==> config.mk <==
export PLATFORM = sky130hd
export DESIGN_NAME = booth_datapath_flat
export DESIGN_NICKNAME = d
export VERILOG_FILES = /design/src/rtl/booth_datapath_if.sv /design/src/rtl/booth_datapath.sv /design/src/flat_wrapper.sv
export SDC_FILE = /design/constraint.sdc
export NUM_CORES = 1
export LEC_CHECK = 0
export BUFFER_PORTS_ARGS = -buffer_cell sky130_fd_sc_hd__buf_2
export CAP_MARGIN = 15
export CORE_UTILIZATION = 47
export DETAILED_ROUTE_END_ITERATION = 10
export MAX_ROUTING_LAYER = met4
export PLACE_DENSITY = 0.8
export SKIP_LAST_GASP = 1
export SYNTH_ARGS = -nofsm -noshare
export SYNTH_HDL_FRONTEND = slang
export SYNTH_SLANG_ARGS = --single-unit
==> constraint.sdc <==
create_clock -name i_clk -period 1.8 [get_ports i_clk]
set_clock_uncertainty 0.1 [all_clocks]
set_input_delay 0.27 -clock i_clk [delete_from_list [all_inputs] [get_ports i_clk]]
set_output_delay 0.27 -clock i_clk [all_outputs]
set_load 0.02 [all_outputs]
==> src/rtl/booth_datapath_if.sv <==
// booth_datapath_if: operand, control and result bundle between the Booth controller and datapath.
// Carries o_proto_err only when BOOTH_PROTO_CHK_EN is defined.
interface booth_datapath_if #(parameter int WIDTH = 4);
    logic [WIDTH-1:0]   i_multiplicand;
    logic [WIDTH-1:0]   i_multiplier;
    logic               load_Acc;
    logic               load_Q;
    logic               load_M;
    logic               add_sub_en;
    logic               sel_Mux;
    logic               c_enable;
    logic               i_clr_q;
    logic               Q;
    logic               Q_n;
    logic               o_assert_done;
    logic [2*WIDTH-1:0] o_product;
    logic               o_valid;
`ifdef BOOTH_PROTO_CHK_EN
    logic               o_proto_err;
`endif
    modport master (
`ifdef BOOTH_PROTO_CHK_EN
        input  o_proto_err,
`endif
        output i_multiplicand, i_multiplier, load_Acc, load_Q, load_M,
               add_sub_en, sel_Mux, c_enable, i_clr_q,
        input  Q, Q_n, o_assert_done, o_product, o_valid
    );
    modport slave (
`ifdef BOOTH_PROTO_CHK_EN
        output o_proto_err,
`endif
        input  i_multiplicand, i_multiplier, load_Acc, load_Q, load_M,
               add_sub_en, sel_Mux, c_enable, i_clr_q,
        output Q, Q_n, o_assert_done, o_product, o_valid
    );
endinterface

==> src/rtl/booth_datapath.sv <==
// booth_datapath: M/ACC/Q/Q_-1 registers, adder/subtractor and counter of a radix-2 Booth multiplier.
// Optional sticky protocol checker enabled by BOOTH_PROTO_CHK_EN.
module booth_datapath #(
    parameter int WIDTH = 4,
    parameter int CNT_W = $clog2(WIDTH + 1)
) (
    input logic          i_clk,
    input logic          i_rst_n,
    booth_datapath_if.slave bus
);
    logic [WIDTH-1:0]   m;
    logic [WIDTH-1:0]   acc;
    logic [WIDTH-1:0]   q;
    logic               q_n;
    logic [CNT_W-1:0]   count;
    logic               busy;
    logic [2*WIDTH-1:0] product;
    logic               valid;
    logic               acc_en;
    logic               cnt_zero;
    logic               load;
    logic [WIDTH:0]     sum_x;
    logic [WIDTH-1:0]   a_nxt;
    logic               a_sign;

    assign acc_en   = bus.load_Acc & bus.sel_Mux;
    assign cnt_zero = (count == '0);
    assign load     = bus.load_Q | bus.load_M;
    // One guard bit keeps the true sign of the sum, so M = -2^(W-1) shifts in the right sign
    assign sum_x  = {acc[WIDTH-1], acc}
                  + (bus.add_sub_en ? ~{m[WIDTH-1], m} : {m[WIDTH-1], m})
                  + (WIDTH+1)'(bus.c_enable);
    assign a_nxt  = acc_en ? sum_x[WIDTH-1:0] : acc;
    assign a_sign = acc_en ? sum_x[WIDTH] : acc[WIDTH-1];

    always_ff @(posedge i_clk) begin
        if (!i_rst_n) begin
            m       <= '0;
            acc     <= '0;
            q       <= '0;
            q_n     <= 1'b0;
            count   <= '0;
            busy    <= 1'b0;
            product <= '0;
            valid   <= 1'b0;
        end else begin
            valid <= 1'b0;
            if (bus.load_M) m <= bus.i_multiplicand;
            if (bus.load_Q) begin
                q     <= bus.i_multiplier;
                acc   <= '0;
                q_n   <= 1'b0;
                count <= CNT_W'(WIDTH);
                busy  <= 1'b1;
            end else if (!load && bus.i_clr_q && busy) begin
                product <= {acc, q};
                busy    <= 1'b0;
                valid   <= 1'b1;
            end else if (!load && !bus.i_clr_q && busy && !cnt_zero) begin
                {acc, q, q_n} <= {a_sign, a_nxt, q};
                count         <= count - 1'b1;
            end
        end
    end

    assign bus.Q             = q[0];
    assign bus.Q_n           = q_n;
    assign bus.o_assert_done = busy & cnt_zero;
    assign bus.o_product     = product;
    assign bus.o_valid       = valid;

`ifdef BOOTH_PROTO_CHK_EN
    logic proto_err;

    always_ff @(posedge i_clk) begin
        if (!i_rst_n)
            proto_err <= 1'b0;
        else if ((bus.load_Q & busy) | (bus.i_clr_q & ~busy) | (acc_en & (~busy | cnt_zero))
                 | (acc_en & (bus.add_sub_en != bus.c_enable)))
            proto_err <= 1'b1;
    end

    assign bus.o_proto_err = proto_err;
`endif
endmodule

==> src/flat_wrapper.sv <==
// flat-port wrapper written by rule: the top's interface ports become plain ports
module booth_datapath_flat 
#(
    parameter int WIDTH = 4,
    parameter int CNT_W = $clog2(WIDTH + 1)
)
  (i_clk, i_rst_n, bus_i_multiplicand, bus_i_multiplier, bus_load_Acc, bus_load_Q, bus_load_M, bus_add_sub_en, bus_sel_Mux, bus_c_enable, bus_i_clr_q, bus_Q, bus_Q_n, bus_o_assert_done, bus_o_product, bus_o_valid);
  booth_datapath_if #(.WIDTH(WIDTH)) bus_i ();
  input logic i_clk;
  input logic i_rst_n;
  input wire logic [$bits(bus_i.i_multiplicand)-1:0] bus_i_multiplicand;
  input wire logic [$bits(bus_i.i_multiplier)-1:0] bus_i_multiplier;
  input wire logic [$bits(bus_i.load_Acc)-1:0] bus_load_Acc;
  input wire logic [$bits(bus_i.load_Q)-1:0] bus_load_Q;
  input wire logic [$bits(bus_i.load_M)-1:0] bus_load_M;
  input wire logic [$bits(bus_i.add_sub_en)-1:0] bus_add_sub_en;
  input wire logic [$bits(bus_i.sel_Mux)-1:0] bus_sel_Mux;
  input wire logic [$bits(bus_i.c_enable)-1:0] bus_c_enable;
  input wire logic [$bits(bus_i.i_clr_q)-1:0] bus_i_clr_q;
  output wire logic [$bits(bus_i.Q)-1:0] bus_Q;
  output wire logic [$bits(bus_i.Q_n)-1:0] bus_Q_n;
  output wire logic [$bits(bus_i.o_assert_done)-1:0] bus_o_assert_done;
  output wire logic [$bits(bus_i.o_product)-1:0] bus_o_product;
  output wire logic [$bits(bus_i.o_valid)-1:0] bus_o_valid;
  assign bus_i.i_multiplicand = bus_i_multiplicand;
  assign bus_i.i_multiplier = bus_i_multiplier;
  assign bus_i.load_Acc = bus_load_Acc;
  assign bus_i.load_Q = bus_load_Q;
  assign bus_i.load_M = bus_load_M;
  assign bus_i.add_sub_en = bus_add_sub_en;
  assign bus_i.sel_Mux = bus_sel_Mux;
  assign bus_i.c_enable = bus_c_enable;
  assign bus_i.i_clr_q = bus_i_clr_q;
  assign bus_Q = bus_i.Q;
  assign bus_Q_n = bus_i.Q_n;
  assign bus_o_assert_done = bus_i.o_assert_done;
  assign bus_o_product = bus_i.o_product;
  assign bus_o_valid = bus_i.o_valid;
  booth_datapath #(.WIDTH(WIDTH), .CNT_W(CNT_W)) u_core (.i_clk(i_clk), .i_rst_n(i_rst_n), .bus(bus_i));
endmodule
==> results by group, run 1 <==
STA
  • Fin. Hold Viols: 0
  • RSZ-0062 raised after global routing: true
  • Setup Viol. Count Final: 2
  • Fin crit share: 105%
  • Pins Over Slew Limit: 0
  • FMAX: 528 MHz
  • Relative slew slack: 68.1%
  • Least-Margin Pin Slew: 0.478 ns
  • Min Tclk post-route: 1.90 ns
  • Worst Setup Slack, final: -0.0956 ns
  • Hold Slack: 0.0841 ns

Layout
  • Diodes inserted: 0
  • Area Growth Syn to Fin: 28.6%
  • # nets final: 206
  • Share of layout cells above drive strength 1: 31.5%
  • Most frequent cells in the layout: 28 x buf_2, 23 x dfxtp_1, 21 x nand2_1
  • Commonest non-fill, non-tap cell in the layout: buf_2

Clock tree
  • Worst-skew pair later-pin latency: 0.32 ns
  • CTS root buffer: clkbuf_4
  • Num CTS Buffers: 3
  • TritonCTS clock tree: done
  • Clock transition at path regs: 0.13 ns
  • CTS Sinks: 26
  • H-tree levels: 1
  • Cts hold-fix bufs: 0
  • Clk buf depth: 2

Power
  • VDD IR-drop max: 0.804 mV
  • Cell Pwr Density: 714 nW/um^2
  • Total power: 1.15 mW
  • Leakage: 0.679 nW

Drt
  • Antenna-violating nets left: 0
  • Drt initial violations: 16
  • DRC violations left: 0
  • Via count: 1104
  • Wire length per cell: 13.2 um
  • Drt pass-1 iters: 4
  • Routed WL: 2.78 mm
  • DR vias/cell: 5.23

Global routing
  • Pin count of the biggest net entering global routing: 16
  • Antenna violations before repair: 0
  • First-pass GRT wire length: 4.20 mm
  • Total global routing overflow: 0
  • Vias in the first global route: 963
  • Total track usage: 21.0%

Run
  • Max-Cap Viols: 0

Min path
  • WHS Path Cells: 3
  • Hold/Removal Path Class: primary input to register
  • Worst Min Path Start: bus_i_multiplicand[3]

Status
  • Violated checks: setup timing
  • Status: finished with violations

Placed design
  • Final HPWL DP: 2.00 mm
  • Pre-CTS setup slack: -0.162 ns
  • PortBufs: 28
  • RePlAce Congestion: 0.820

Die
  • Die height: 53.7 um
  • Core ar.: 2500 um^2
  • Num rows: 18
  • Io pins: 29
  • Initial Util: 50.3%
  • Die area: 2890 um^2
  • Die width: 53.7 um

Setup path
  • Critical Path Fanout Max: 2
  • CP Launch Point: u_core.m[0]
  • CP Class: register to register
  • RR Startpoint: u_core.m[0]
  • R2R depth: 7
  • WP data required: 1.94 ns
  • Critical path startpoint category: register
  • CP endpoint kind: register
  • WP data arrival: 2.04 ns

Yosys
  • Synthesized flop and latch total: 26
  • Avg Inst Size Synth: 8.98 um^2
  • Mapped Nets: 164
  • Synth cell types: 31
  • Synthesized instance count: 140
  • Synth warn: 0
  • Register area share after synthesis: 41.4%
  • Mapped cell area: 1260 um^2
==> per-stage QoR <==
stage               util [%]  area, um^2  TNS, ns  instances
finish                  64.7        1620   -0.109        211
global route            64.7        1620   -0.317        211
floorplan                  -        1260        0        140
global placement        59.4        1490   -0.302        201
detailed placement      59.4        1490   -0.394        201
CTS                     61.6        1540   -0.115        205
==> cells by family after synthesis <==
logic type	Yosys count	synth area share, %
DFF	26	41.4
adders and majority gates	7	8.16
xor gates and xnor gates	6	4.18
and+or+nand+nor	46	16.8
muxes	8	6.37
buffers and inverters	14	4.87
AOI/OAI and AO/OA	33	18.2
==> timing repair <==
action                     in CTS  in global routing
setup endpoints to repair       4                 10
gates cloned                    0                  1
pin swaps                       5                  3
setup buffers                   0                  5
gates resized for setup         1                  4
==> worst paths after layout <==
| path | end | slack (ns) |
|---|---|---|
| setup / recovery | u_core.acc[1] | -0.1 |
| hold / removal | u_core.m[3] | 0.08 |
| setup reg to reg | u_core.acc[1] | -0.1 |
| hold reg to reg | u_core.bus.o_product[3] | 0.37 |
==> worst max-delay path, stage by stage (launching register included) <==
cell and delay (ns):
dfxtp_2 0.35, xnor2_1 0.14, fa_2 0.36, fa_2 0.35
xor2_1 0.16, nor2_1 0.08, a21oi_1 0.06, a211oi_2 0.22
==> report_power, final <==
| part | total (mW) | internal [mW] | switching, mW |
|---|---|---|---|
| sequential | 0.606 | 0.592 | 0.0138 |
| clock | 0.399 | 0.225 | 0.174 |
| combinational | 0.148 | 0.0702 | 0.0782 |
| total | 1.15 | 0.888 | 0.266 |
==> sequential cells by signal (all words and copies together), names as in the netlist <==
name / flops
u_core.bus.o_product: 8
u_core.bus.Q_n: 1
u_core.bus.o_valid: 1
u_core.m: 4
u_core.q: 4
u_core.count: 3
u_core.acc: 4
u_core.busy: 1
==> metal layers <==
layer  vias up  wire, um  track usage [%]
met4         0        37             5.70
li1        557         -                -
met2        32      1450             37.0
met1       511      1170             23.2
met5         -         0                -
met3         4       119             5.08
==> area by class of cell <==
| cell class | count | area, um^2 |
|---|---|---|
| clock buffer | 3 | 22.5 |
| clock inverter | 1 | 30.0 |
| fill | 221 | 883 |
| inverter | 9 | 33.8 |
| multi-input combinational | 100 | 693 |
| sequential | 26 | 524 |
| tap | 30 | 37.5 |
| timing repair buffer | 42 | 275 |
==> synth_stat cells (all sizes together) <==
master   count  area (um^2)
a2111oi      1         27.5
a211oi       4         40.0
a21boi       1         7.51
a21oi       16         80.1
a311oi       2         17.5
a31oi        2         12.5
and2         1         6.26
and3         1         6.26
and3b        1         8.76
buf          3         20.0
clkbuf       2         7.51
dfxtp       26          521
fa           2         40.0
ha           5         62.6
inv          9         33.8
mux2i        8         80.1
nand2       21         78.8
nand2b       5         38.8
nand3b       1         7.51
nor2        14         52.6
nor2b        1         6.26
o211ai       2         15.0
o21ai        4         20.0
o31a         1         8.76
or2          1         6.26
xnor2        2         17.5
xor2         4         35.0
(Power assumes the default switching activity.)
==> run 2: changes to the inputs <==
CELL_PAD_IN_SITES_DETAIL_PLACEMENT = 1   (was unset)
CELL_PAD_IN_SITES_GLOBAL_PLACEMENT = 1   (was unset)
CORE_UTILIZATION = 35   (was 47)
==> results by group, run 2 (same netlist as run 1, synthesis figures left out) <==
Setup path
  • CP Class: register to register
  • Delay-heaviest family, CP: adder cells
  • WP data required: 1.94 ns
  • Reg2Reg Setup Slack: -0.11 ns
  • Critical Path Fanout Max: 2
  • Crit-path cells: xnor2_2 -> fa_2 -> fa_2 -> xor2_1 -> nor2_1 -> a21oi_1 -> a211oi_2
  • R2R depth: 7
  • R2r endpoint: u_core.acc[1]
  • CP endpoint kind: register
  • Most used cell, CP: fa_2
  • Critical path startpoint category: register
  • Buf/Inv on CP: 0
  • WP data arrival: 2.05 ns
  • Critical-path top delay cell: dfxtp_2
  • Critical Path Max Stage Delay: 0.37 ns
  • RR Startpoint: u_core.m[0]
  • CP Launch Point: u_core.m[0]

Power
  • Switching Share: 23.3%
  • Int Power: 0.882 mW
  • VDD IR-drop max: 0.273 mV
  • Leakage: 0.627 nW
  • Comb pwr share: 12.3%
  • Cell Pwr Density: 748 nW/um^2
  • Clk pwr share: 34.9%
  • Psw: 0.267 mW
  • Total power: 1.15 mW
  • Flop pwr share: 52.8%

Layout
  • Area Growth Syn to Fin: 22.1%
  • Post-layout util: 45.3%
  • Diodes inserted: 0
  • Final non-filler cell total: 218
  • FILL cells: 412
  • Design Area, Final: 1540 um^2
  • # nets final: 197
  • Share of layout cells above drive strength 1: 26.7%
  • Most frequent cells in the layout: 28 x buf_2, 25 x dfxtp_1, 21 x nand2_1
  • Commonest non-fill, non-tap cell in the layout: buf_2
  • Largest register FFs: 8

STA
  • Setup Viol. Count Final: 3
  • Min Tclk post-route: 1.91 ns
  • Pins Over Slew Limit: 0
  • Least-Margin Pin Slew: 0.511 ns
  • Worst Setup Slack, final: -0.109 ns
  • FMAX: 524 MHz
  • Fin crit share: 106%
  • Relative slew slack: 65.8%
  • Fin. Hold Viols: 0
  • RSZ-0062 raised after global routing: true

Global routing
  • Antenna violations before repair: 0
  • Total track usage: 16.8%
  • Met3 GRT Util: 2.69%
  • Vias in the first global route: 1052
  • Pin count of the biggest net entering global routing: 16
  • Busiest grt layer: met2
  • Total global routing overflow: 0
  • Met1 Use GR: 19.3%
  • First-pass GRT wire length: 4.57 mm
  • GR Layer Usage met2: 29.9%

Die
  • Num rows: 21
  • Die width: 61.9 um
  • Initial Util: 37.1%
  • Io pins: 29
  • Die area: 3840 um^2
  • Die height: 61.9 um
  • Core ar.: 3390 um^2

Drt
  • DRC violations left: 0
  • Routed WL: 2.84 mm
  • Antenna-violating nets left: 0
  • Wire length per cell: 13.0 um
  • Drt pass-1 iters: 4
  • Drt initial violations: 29
  • Via count: 1059
  • DR vias/cell: 4.86

Placed design
  • Pre-CTS setup slack: -0.131 ns
  • Final HPWL DP: 2.29 mm
  • PortBufs: 28
  • RePlAce Congestion: 0.809
  • Inst Count DP: 214
  • DP Area: 1470 um^2

Clock tree
  • CTS Sinks: 26
  • Num CTS Buffers: 3
  • TritonCTS clock tree: done
  • H-tree levels: 1
  • Clk buf depth: 2
  • CTS root buffer: clkbuf_4
  • Worst-skew pair later-pin latency: 0.32 ns
  • Setup bufs post-CTS: 0
  • Clock transition at path regs: 0.15 ns

Min path
  • Hold/Removal Path Class: primary input to register
  • Worst Min Path Start: bus_i_multiplicand[2]
  • Hold endpoint: u_core.m[2]
  • WHS Path Cells: 3

Status
  • Violated checks: setup timing
  • Status: finished with violations

Run
  • Max-Cap Viols: 0
run 2: cell count changes in the layout (fill, tap and decap cells not counted), sizes merged:
cell	delta
buf	-8
clkbuf	-1
run 2: repair_timing:
item                       in CTS  in global routing
pin swaps                       2                  4
setup endpoints to repair       4                  8
hold buffers                    0                  0
resized for setup               1                  2
run 2: layout make-up:
type	count	area, um^2	area share [%]
multi-input cells	100	688	44.8
inverters	9	33.8	2.20
clock buffers	3	22.5	1.47
repair buffers	33	181	11.8
flip-flops and latches	26	522	34.0
well taps	46	57.6	3.75
clock inverters	1	30.0	1.96
run 2: how the worst max path moves through the flow:
stage,end,slack [ns],depth (start not counted)
after floorplan,u_core.acc[1],0.02,6
final,u_core.acc[1],-0.11,7
after global placement,u_core.acc[1],-0.10,8
after detailed placement,u_core.acc[2],-0.13,8
after CTS,u_core.acc[1],-0.09,7
after global routing,u_core.acc[1],-0.20,7
run 2: power by group through the flow:
| stage | Clock [mW] | Combinational (mW) | Sequential (mW) |
|---|---|---|---|
| floorplan | 0 | 0.0892 | 0.618 |
| global route | 0.438 | 0.159 | 0.609 |
| global placement | 0 | 0.134 | 0.618 |
| finish | 0.401 | 0.141 | 0.606 |
| CTS | 0.412 | 0.142 | 0.606 |
| detailed placement | 0 | 0.141 | 0.618 |
run 2: per-layer routing:
layer,wire (um),vias to the layer above
met5,0,-
met4,14,0
met3,95,2
met2,1470,22
met1,1260,499
li1,-,536
run 2: worst register-to-register path, stage by stage (launching register included):
cell and delay [ns]:
dfxtp_2 0.37, xnor2_2 0.14, fa_2 0.35, fa_2 0.35, xor2_1 0.17, nor2_1 0.08, a21oi_1 0.06, a211oi_2 0.22
run 2: stage by stage:
step / setup TNS (ns) / hold slack, ns
after global placement: -0.271 / 0.340
after floorplan: 0 / 0.287
final: -0.229 / 0.0779
after global routing: -0.533 / 0.0797
after CTS: -0.120 / 0.0823
after detailed placement: -0.392 / 0.349
==> run 3: changes to the inputs <==
CORE_MARGIN = 2   (was unset)
==> results by group, run 3 (same netlist as run 1, synthesis figures left out) <==
Global routing
  • First-pass GRT wire length: 5.20 mm
  • Antenna violations before repair: 0
  • Total global routing overflow: 0
  • Vias in the first global route: 1182
  • Pin count of the biggest net entering global routing: 16
  • Total track usage: 16.9%

STA
  • Setup Viol. Count Final: 4
  • Post-Route Setup TNS: -0.141 ns
  • Min Tclk post-route: 1.87 ns
  • Pins Over Slew Limit: 0
  • RSZ-0062 raised after global routing: true
  • Least-Margin Pin Slew: 0.523 ns
  • Fin crit share: 104%
  • FMAX: 534 MHz
  • Worst Setup Slack, final: -0.0733 ns
  • Relative slew slack: 65.0%
  • Fin. Hold Viols: 0

Placed design
  • Final HPWL DP: 2.48 mm
  • Pre-CTS setup slack: -0.171 ns
  • RePlAce Congestion: 0.808
  • PortBufs: 28
  • DP Area: 1490 um^2

Power
  • Cell Pwr Density: 730 nW/um^2
  • Leakage: 0.658 nW
  • VDD IR-drop max: 0.351 mV

Min path
  • Hold endpoint: u_core.m[3]
  • Worst Min Path Start: bus_i_multiplicand[3]
  • Hold/Removal Path Class: primary input to register
  • WHS Path Cells: 3

Layout
  • Diodes inserted: 0
  • # nets final: 202
  • Design Area, Final: 1600 um^2
  • Commonest non-fill, non-tap cell in the layout: buf_2
  • Most frequent cells in the layout: 28 x buf_2, 23 x dfxtp_1, 21 x nand2_1
  • Largest register FFs: 8
  • Area Growth Syn to Fin: 27.0%
  • Share of layout cells above drive strength 1: 32.2%

Setup path
  • Critical Path Fanout Max: 2
  • Critical-path top delay cell: dfxtp_2
  • RR Startpoint: u_core.m[0]
  • CP Class: register to register
  • Most used cell, CP: fa_2
  • WP data arrival: 2.03 ns
  • Critical path startpoint category: register
  • Delay-heaviest family, CP: adder cells
  • Critical Path Max Stage Delay: 0.37 ns
  • R2r endpoint: u_core.acc[1]
  • Buf/Inv on CP: 0
  • Crit-path cells: xnor2_2 -> fa_2 -> fa_2 -> xor2_1 -> nor2_1 -> a21oi_1 -> a211oi_2
  • R2R depth: 7
  • CP endpoint kind: register
  • Reg2Reg Setup Slack: -0.07 ns
  • WP data required: 1.96 ns

Drt
  • Routed WL: 3.19 mm
  • Antenna-violating nets left: 0
  • DR vias/cell: 4.89
  • Via count: 1090
  • DRC violations left: 0
  • Drt pass-1 iters: 4
  • Wire length per cell: 14.3 um
  • Drt initial violations: 33

Clock tree
  • Clock transition at path regs: 0.15 ns
  • Cts hold-fix bufs: 0
  • CTS Sinks: 26
  • CTS root buffer: clkbuf_4
  • Num CTS Buffers: 3
  • TritonCTS clock tree: done
  • H-tree levels: 1
  • Worst-skew pair later-pin latency: 0.34 ns
  • Clk buf depth: 2

Run
  • Max-Cap Viols: 0

Status
  • Violated checks: setup timing
  • Status: finished with violations

Die
  • Core ar.: 3390 um^2
  • Die height: 63.9 um
  • Num rows: 21
  • Die width: 63.9 um
  • Io pins: 29
  • Die area: 4090 um^2
  • Initial Util: 37.1%
==> run 3: changes by cell type in the layout (fill, tap and decap cells not counted), sizes merged <==
cell,previous run,this run
buf,33,38
==> run 3: power breakdown <==
group          total (mW)  leakage [nW]  switching [mW]  internal, mW
clock network       0.409        0.0279           0.184         0.226
registers           0.607         0.213          0.0150         0.592
logic               0.149         0.417          0.0800        0.0686
total                1.17         0.658           0.279         0.887
==> run 3: per-stage QoR <==
| step | cells | utilization [%] | total power, mW | hold slack (ns) |
|---|---|---|---|---|
| after floorplan | 140 | - | 0.707 | 0.287 |
| after global routing | 223 | 47.1 | 1.23 | 0.0609 |
| final | 223 | 47.1 | 1.17 | 0.0514 |
| after detailed placement | 216 | 43.8 | 0.763 | 0.357 |
| after global placement | 216 | 43.8 | 0.755 | 0.340 |
| after CTS | 220 | 45.7 | 1.18 | 0.0533 |
==> run 3: area by class of cell <==
class                      count  area [um^2]
fill                         415         1790
multi-input combinational    100          706
sequential                    26          524
timing repair buffer          38          223
tap                           46         57.6
inverter                       9         33.8
clock inverter                 1         30.0
clock buffer                   3         22.5
==> run 3: metal layers <==
layer / up-vias / GRT usage, % / wire [um] / part of all wire (%)
li1: 547 / - / - / -
met1: 516 / 18.0 / 1340 / 42
met2: 24 / 31.0 / 1720 / 54
met3: 3 / 2.64 / 102 / 3.2
met4: 0 / 6.52 / 30 / 0.94
met5: - / - / 0 / 0
==> run 3: how the worst max path moves through the flow <==
| stage | start | to | slack [ns] | depth (start not counted) |
|---|---|---|---|---|
| after floorplan | u_core.count[0] | u_core.acc[1] | 0.02 | 6 |
| after global placement | bus_add_sub_en | u_core.acc[1] | -0.10 | 8 |
| after detailed placement | bus_add_sub_en | u_core.acc[1] | -0.17 | 8 |
| after CTS | u_core.m[0] | u_core.acc[1] | -0.12 | 7 |
| after global routing | u_core.m[0] | u_core.acc[1] | -0.18 | 7 |
| final | u_core.m[0] | u_core.acc[1] | -0.07 | 7 |
==> run 3: what timing repair did <==
item	CTS	global route
endpoints found under the setup margin	6	11
cloned	0	1
resized for setup	3	9
pin swaps	2	8
endpoints found under the hold margin	0	0
setup buffers	0	2
==> run 3: worst reg2reg max path, stage by stage, from the launching register on <==
cell      delay [ns]
dfxtp_2         0.37
xnor2_2         0.14
fa_2            0.35
fa_2            0.35
xor2_1          0.16
nor2_1          0.09
a21oi_1         0.06
a211oi_2        0.17
